File: src/rtl/nrf_spi_xfer_ctrl.sv
// SPI mode-0 master for an nRF24-style radio: framed multi-byte transfers with
// byte-granular abort, tx byte handshake and per-byte receive strobe.
module nrf_spi_xfer_ctrl #(
  parameter int HALF_DIV = 3,
  parameter int MAX_LEN  = 33
) (
  input  logic       clk_50,
  input  logic       rst,
  input  logic       start,
  input  logic [5:0] len,
  input  logic       abort,
  input  logic [7:0] tx_data,
  output logic       tx_ack,
  output logic [7:0] rx_data,
  output logic       rx_valid,
  output logic       busy,
  output logic       done,
  output logic       spi_csn,
  output logic       spi_sck,
  output logic       spi_mosi,
  input  logic       spi_miso
);

  localparam int            CW       = $clog2(HALF_DIV);
  localparam logic [CW-1:0] CNT_LAST = CW'(HALF_DIV - 1);
  localparam logic [CW-1:0] CNT_PRE  = CW'(HALF_DIV - 2);
  localparam logic [5:0]    LEN_MAX  = 6'(MAX_LEN);

  typedef enum logic [2:0] {
    S_IDLE,
    S_SETUP,
    S_LOAD,
    S_SHIFT,
    S_HOLD,
    S_GAP
  } state_t;

  state_t        r_state;
  logic [CW-1:0] r_cnt;
  logic [3:0]    r_half;
  logic [5:0]    r_rem;
  logic [6:0]    r_tx_sh;
  logic [7:0]    r_rx_sh;
  logic          r_abort;
  logic          r_tx_ack;
  logic [7:0]    r_rx_data;
  logic          r_rx_valid;
  logic          r_busy;
  logic          r_done;
  logic          r_csn;
  logic          r_sck;
  logic          r_mosi;

  logic          w_cnt_last;
  logic          w_abort_pend;
  logic          w_len_ok;
  logic [5:0]    w_rem_dec;

  assign w_cnt_last   = (r_cnt == CNT_LAST);
  // An abort arriving in the very last SHIFT cycle still stops the next byte.
  assign w_abort_pend = r_abort | abort;
  assign w_len_ok     = (len != 6'd0) && (len <= LEN_MAX);
  assign w_rem_dec    = r_rem - 6'd1;

  always_ff @(posedge clk_50 or negedge rst) begin
    if (!rst) begin
      r_state    <= S_IDLE;
      r_cnt      <= '0;
      r_half     <= 4'd0;
      r_rem      <= 6'd0;
      r_tx_sh    <= 7'd0;
      r_rx_sh    <= 8'd0;
      r_abort    <= 1'b0;
      r_tx_ack   <= 1'b0;
      r_rx_data  <= 8'd0;
      r_rx_valid <= 1'b0;
      r_busy     <= 1'b0;
      r_done     <= 1'b0;
      r_csn      <= 1'b1;
      r_sck      <= 1'b0;
      r_mosi     <= 1'b0;
    end else begin
      r_tx_ack   <= 1'b0;
      r_rx_valid <= 1'b0;
      r_done     <= 1'b0;

      if (r_busy) begin
        if (abort) r_abort <= 1'b1;
      end else begin
        r_abort <= 1'b0;
      end

      case (r_state)
        S_IDLE: begin
          r_cnt  <= '0;
          r_half <= 4'd0;
          if (start && w_len_ok) begin
            r_rem   <= len;
            r_csn   <= 1'b0;
            r_busy  <= 1'b1;
            r_state <= S_SETUP;
          end
        end

        S_SETUP: begin
          if (w_cnt_last) begin
            r_cnt    <= '0;
            r_tx_ack <= 1'b1;
            r_state  <= S_LOAD;
          end else begin
            r_cnt <= r_cnt + CW'(1);
          end
        end

        S_LOAD: begin
          r_mosi  <= tx_data[7];
          r_tx_sh <= tx_data[6:0];
          r_cnt   <= '0;
          r_half  <= 4'd0;
          r_state <= S_SHIFT;
        end

        // Even half-periods are SCK low, odd ones SCK high; 16 halves per byte.
        S_SHIFT: begin
          if (w_cnt_last) begin
            r_cnt  <= '0;
            r_half <= r_half + 4'd1;
            if (!r_half[0]) begin
              r_sck   <= 1'b1;
              r_rx_sh <= {r_rx_sh[6:0], spi_miso};
            end else begin
              r_sck <= 1'b0;
              if (r_half != 4'd15) begin
                r_mosi  <= r_tx_sh[6];
                r_tx_sh <= {r_tx_sh[5:0], 1'b0};
              end
            end
            if (r_half == 4'd15) begin
              r_rx_data  <= r_rx_sh;
              r_rx_valid <= 1'b1;
              r_rem      <= w_rem_dec;
              if ((w_rem_dec != 6'd0) && !w_abort_pend) begin
                r_tx_ack <= 1'b1;
                r_state  <= S_LOAD;
              end else begin
                r_state <= S_HOLD;
              end
            end
          end else begin
            r_cnt <= r_cnt + CW'(1);
          end
        end

        S_HOLD: begin
          if (w_cnt_last) begin
            r_cnt   <= '0;
            r_half  <= 4'd0;
            r_csn   <= 1'b1;
            r_state <= S_GAP;
          end else begin
            r_cnt <= r_cnt + CW'(1);
          end
        end

        // Two half-periods of deselect; done is timed to land on the final cycle.
        S_GAP: begin
          if (w_cnt_last) begin
            r_cnt  <= '0;
            r_half <= r_half + 4'd1;
          end else begin
            r_cnt <= r_cnt + CW'(1);
          end
          if (r_half[0] && (r_cnt == CNT_PRE)) r_done <= 1'b1;
          if (r_half[0] && w_cnt_last) begin
            r_half  <= 4'd0;
            r_busy  <= 1'b0;
            r_state <= S_IDLE;
          end
        end

        default: r_state <= S_IDLE;
      endcase
    end
  end

  assign tx_ack   = r_tx_ack;
  assign rx_data  = r_rx_data;
  assign rx_valid = r_rx_valid;
  assign busy     = r_busy;
  assign done     = r_done;
  assign spi_csn  = r_csn;
  assign spi_sck  = r_sck;
  assign spi_mosi = r_mosi;

endmodule
File: config.mk
export PLATFORM = sky130hd
export DESIGN_NAME = nrf_spi_xfer_ctrl
export DESIGN_NICKNAME = d
export VERILOG_FILES = /design/src/rtl/nrf_spi_xfer_ctrl.sv
export SDC_FILE = /design/constraint.sdc
export NUM_CORES = 1
export LEC_CHECK = 0
export ABC_AREA = 1
export CORE_ASPECT_RATIO = 2
export CORE_MARGIN = 2
export CORE_UTILIZATION = 45
export DETAILED_ROUTE_END_ITERATION = 6
export PLACE_DENSITY = 0.73
export SLEW_MARGIN = 20
export SYNTH_ARGS = -nofsm -noshare
export SYNTH_HDL_FRONTEND = slang
export SYNTH_SLANG_ARGS = --single-unit
File: constraint.sdc
create_clock -name clk_50 -period 1.8 [get_ports clk_50]
set_input_delay 0.18 -clock clk_50 [delete_from_list [all_inputs] [get_ports clk_50]]
set_output_delay 0.18 -clock clk_50 [all_outputs]
set_load 0.03 [all_outputs]
==> Word level (Yosys, flattened, before mapping) <==
Index checks and enable logic that the tools add are counted.
{ "totals": {"register_bits": 46, "latchBits": 0, "ram_bits": 0, "mem_bits_ro": 0, "input_bits": 19, "out_inout_bits": 15, "word_cells": 110, "mem_count": 0} }
{ "op_classes": {"addsub": 3, "n_mul": 0, "n_div": 0, "n_lt_le_gt_ge": 1, "n_eq_ne": 18, "shifts": 0, "n_mux": 45, "bitwise_logic": 2, "n_reduce_logical": 26} }
{ "op_table": {"columns": ["op", "count"], "rows": [
  ["two-way mux 3 bit", 7],
  ["two-way mux 7 bit", 3],
  ["two-way mux 1 bit", 19],
  ["two-way mux 6 bit", 3],
  ["inequality test 2 bit (second input constant)", 9],
  ["one-hot mux 3 bit (6 select lines)", 1],
  ["one-hot mux 4 bit (4 select lines)", 1],
  ["one-hot mux 7 bit (2 select lines)", 1],
  ["two-way mux 4 bit", 3],
  ["one-hot mux 6 bit (2 select lines)", 1],
  ["AND reduction 3 bit", 4],
  ["nonzero test 6 bit", 2],
  ["nonzero test 2 bit", 5],
  ["one-hot mux 1 bit (2 select lines)", 4],
  ["AND reduction 4 bit", 2],
  ["== test 3 x 2 -> 1 bit (second input constant)", 2],
  ["== test 3 bit (second input constant)", 2],
  ["less-or-equal comparator 6 bit (second input constant)", 1],
  ["AND reduction 6 bit", 1],
  ["subtractor 6 x 1 -> 6 bit (second input constant)", 1],
  ["logical AND 1 bit", 5],
  ["adder 4 x 1 -> 4 bit (second input constant)", 1],
  ["== test 4 bit (second input constant)", 1],
  ["inequality test 4 bit (second input constant)", 1],
  ["14 further kinds", 15]
]} }

==> Depth between registers and ports, before layout <==
Gate-level depths: netlist of run 1.
{ "depth": {"word_depth": 7, "mapped_depth": 12, "depth_no_buf": 12} }

==> Worst setup path after synthesis of run 1 <==
Ideal clock, no wire load.
{ "synth_timing": {"kind": "flip-flop to flip-flop", "startpoint": "reg r_cnt[0]", "endpoint": "reg r_state[2]", "setup_ns": 0.123, "arrival_time_ns": 1.515, "slack_ns": 0.162, "stages_incl_launch_ff": 12, "synth_period_minus_slack_ns": 1.638, "cell_sequence": "dfrtp_1 > inv_1 > nand2_1 > inv_1 > ha_1 > inv_1 > nand2_1 > nand2_1 > nor2_1 > nand3_1 > o21ai_0 > nand2_1"} }
{ "synth_via": {"elab_chain_len": 4, "elab_cells_between_ends": 7} }
{ "synth_rtl": {"columns": ["item", "line_no", "rtl"], "rows": [
  ["from (decl)", "39", "logic [CW-1:0] r_cnt;"],
  ["from (signal assigned)", "111", "r_cnt <= r_cnt + CW'(1);"],
  ["from (signal assigned)", "150", "r_cnt <= r_cnt + CW'(1);"],
  ["from (signal assigned)", "161", "r_cnt <= r_cnt + CW'(1);"],
  ["== test 2 bit (*)", "59", "assign w_cnt_last = (r_cnt == CNT_LAST);"],
  ["logical AND 1 bit", "174", "if (r_half[0] && w_cnt_last) begin"],
  ["inequality test 2 bit (no line)", null, null],
  ["AND reduction 6 bit (no line) (*)", null, null],
  ["to (signal assigned)", "67", "r_state <= S_IDLE;"],
  ["to (signal assigned)", "177", "r_state <= S_IDLE;"],
  ["to (signal assigned)", "181", "default: r_state <= S_IDLE;"],
  ["to (decl)", "38", "state_t r_state;"]
]} }
Every way passes the cells marked *; elsewhere a longest branch is shown, timed or not.
A chain may end at the register's enable or synchronous reset.

==> Worst setup path in the final report of run 1 <==
{ "layout_timing": {"startpoint": "reg r_csn, in the netlist spi_csn", "endpoint": "out spi_csn"} }
{ "layout_rtl": {"columns": ["item", "line_no", "rtl"], "rows": [
  ["from (decl)", "50", "logic r_csn;"],
  ["from (signal assigned)", "79", "r_csn <= 1'b1;"],
  ["from (signal assigned)", "99", "r_csn <= 1'b0;"],
  ["from (signal assigned)", "158", "r_csn <= 1'b1;"],
  ["to (decl)", "18", "output logic spi_csn,"]
]} }
No word-level cell between the ends.

==> summary.md, run 1 <==
| Metric | Value |
|---|---|
| DR pass1 iterations | `5` |
| Die W | `55.7 um` |
| WS Path Type | `flip-flop to output port` |
| CP max-delay cell | `clkdlybuf4s50_1` |
| Routed len/inst | `12.6 um` |
| Final Cell Area | `0.00293 mm^2` |
| Setup Fix Bufs, Post-CTS | `0` |
| Mean Syn Cell Area | `8.19 um^2` |
| #FFs+latches synth | `46` |
| Post-synth top cells | `nand2_1 (83), dfrtp_1 (45), inv_1 (38), o21ai_0 (24), nor2_1 (22)` |
| Max FO, Critical Path | `2` |
| Global Route Usage Sum | `0.180` |
| Worst clock skew | `11.4 ps` |
| Skew-Pair Late Insertion Delay | `310 ps` |
| I/O Buffers | `33` |
| Hold Crit Class | `primary input to asynchronous set/reset pin` |
| Max-Cap Viols | `0` |
| Cts bufs inserted | `5` |
| Area leader, netlist | `dfrtp_1` |
| Vias | `2005` |
| RSZ-0062 raised after global routing | `no` |
| FFs w/ async S/R, synth | `1.00` |
| Synth Flop Type | `dfrtp_1` |
| Most frequent cell after synthesis | `nand2_1` |
| Worst-Margin Slew | `456 ps` |
| Final period util | `0.933` |
| CTS root buf | `clkbuf_8` |
| Fill count | `466` |
| CTS sink count | `46` |
| Pleak | `0.00145 uW` |
| Gate Count Post-Synth | `294` |
| Starting DRT DRC Count | `92` |
| Total Wirelength | `5020 um` |
| P&R area growth vs syn | `21.6%` |
| Status | `finished, final reports clean` |
| Critical Path Start Type | `flip-flop` |
| Fmax | `595 MHz` |
| Synth area leaders | `dfrtp_1 (47%), nand2_1 (13%), inv_1 (5.9%)` |
| Starting density of the core | `0.468` |
| Yosys Warn Count | `0` |
| Crit path largest cell delay | `660 ps` |
| Clk slew on worst S/H paths | `100 ps` |
| Netlist cell types | `28` |
| First-pass GRT wire length | `8520 um` |
| HPWL after DPL | `3870 um` |
| Share of post-route cells with drive strength above 1 | `0.162` |
| Fin nets | `362` |
| Antenna Cells | `0` |
| Sequential area share after synthesis | `0.479` |
| Endpoints failing hold | `0` |
| Die Y | `107 um` |
| Post-synth EDFFs | `0` |
| Overflow after GRT | `0` |
| Fin cells | `397` |
| Top Family by Delay on Critical Path | `buffers and inverters` |
| Pwr dens | `1430 mW/mm^2` |
| Final Max Tran Viols | `0` |
| Slew headroom | `0.696` |
| Peak VDD IR | `0.825 mV` |
| FP Rows | `37` |
| CTS max path bufs | `2` |
| Synthesized area | `0.00241 mm^2` |
| Via/cell ratio | `5.05` |
| Core Region | `0.00514 mm^2` |
| H-tree depth | `2` |
| Full die area | `0.00599 mm^2` |
| Worst Setup End Kind | `output port` |
| Min Clock Period, post-route | `1680 ps` |
| Register area | `0.00115 mm^2` |
| Buffer and inverter count on the worst path | `1` |
| I/O pins | `34` |
| Synth Net Count | `318` |
| Final TNS setup | `0 ps` |
| Post-route DRC | `0` |
| Routability congestion estimate | `0.889` |
| Vias in the first global route | `1918` |
| Critical Path RT | `1620 ps` |
| Critical path cell sequence | `clkdlybuf4s50_1` |
| Largest net degree at the start of global routing | `22` |
| Post-Place Cells | `388` |
| Pwr Total | `4190 uW` |
| Multi-input gate area | `0.00104 mm^2` |
| Post-synth top area share | `0.468` |
| Final setup fails | `0` |
| Cell Area, Placed | `0.00282 mm^2` |
| CTS tree | `built` |
| Antenna violations before repair | `0` |
| Crit path DAT | `1500 ps` |
| Antenna-violating nets left | `0` |
[state kept, by name (all words and copies together), names as in the netlist]
register	count
spi_sck	1
r_rx_sh	8
spi_csn	1
r_state	3
done	1
r_abort	1
rx_data	8
r_half	4
r_rem	6
spi_mosi	1
busy	1
tx_ack	1
r_cnt	2
r_tx_sh	7
rx_valid	1
[layout make-up]
| class | count | area share |
|---|---|---|
| clock buffer | 5 | 0.0235 |
| clock inverter | 3 | 0.00898 |
| tap | 58 | 0.0248 |
| inverter | 42 | 0.0539 |
| timing repair buffer | 44 | 0.140 |
| multi-input combinational | 199 | 0.355 |
| sequential | 46 | 0.394 |
[metal layers]
layer  part of all wire  GRT usage  vias to the layer above
li1                   -          -                     1020
met5                  0          0                        -
met2               0.55      0.327                       42
met3              0.037     0.0337                       13
met4              0.027     0.0854                        0
met1               0.39      0.198                      930
[repair_timing]
item,4_1_cts,5_1_grt
resized for setup,0,1
setup endpoints to repair,0,1
hold endpoints to repair,19,0
hold buffers,1,0
[stage by stage]
stage / util / hold slack [ps] / setup WS, ps
floorplan: - / -116 / 162
global placement: 0.548 / 161 / 169
detailed placement: 0.548 / 163 / 141
CTS: 0.569 / 354 / 106
global route: 0.570 / 383 / 6.11
finish: 0.570 / 340 / 120
[cell usage in the layout (no fill, tap or decap), types with 3 or more instances in the layout]
cell type	n
inv_2	4
o21ai_0	24
inv_6	3
nor3_1	3
nor2_1	22
o21ai_1	6
nand4_1	3
nand3_1	13
clkdlybuf4s50_1	32
nand2_2	6
o21ai_2	16
dfrtp_1	45
buf_4	10
ha_1	5
clkbuf_8	5
inv_1	38
a21oi_1	4
nand2_1	83
[report_power, final]
part	internal (uW)	switching, uW
clock network	289	389
logic	716	1300
registers	1330	172
total	2340	1860
[cells by family (layout without fill, tap and decap cells)]
logic type | after synthesis | after routing | share of synthesized area
simple gates | 137 | 137 | 0.252
buf+inv | 49 | 94 | 0.0920
fa+ha+maj | 5 | 5 | 0.0260
flops | 46 | 46 | 0.479
compound gates | 57 | 57 | 0.151
[worst paths after layout]
path,startpoint,end,slack (ps),depth (start not counted)
setup / recovery,spi_csn$_DFFE_PN1P_,spi_csn,120,1
hold / removal,rst,rx_data[4]$_DFFE_PN0P_,340,2
setup reg to reg,r_cnt[0]$_DFFE_PN0P_,r_rx_sh[1]$_DFFE_PN0P_,190,7
hold reg to reg,rx_data[4]$_DFFE_PN0P_,rx_data[4]$_DFFE_PN0P_,490,2
max in group asynchronous,rst,spi_csn$_DFFE_PN1P_,820,3
min in group clk_50,spi_miso,r_rx_sh[0]$_DFFE_PN0P_,440,3
No activity file was read; power rests on OpenSTA's default activity.
==> inputs of run 2 (changes only) <==
- SLEW_MARGIN: 20 -> not set
==> results of run 2 <==
The final DEF is identical to that of run 1; final timing and power are the same.
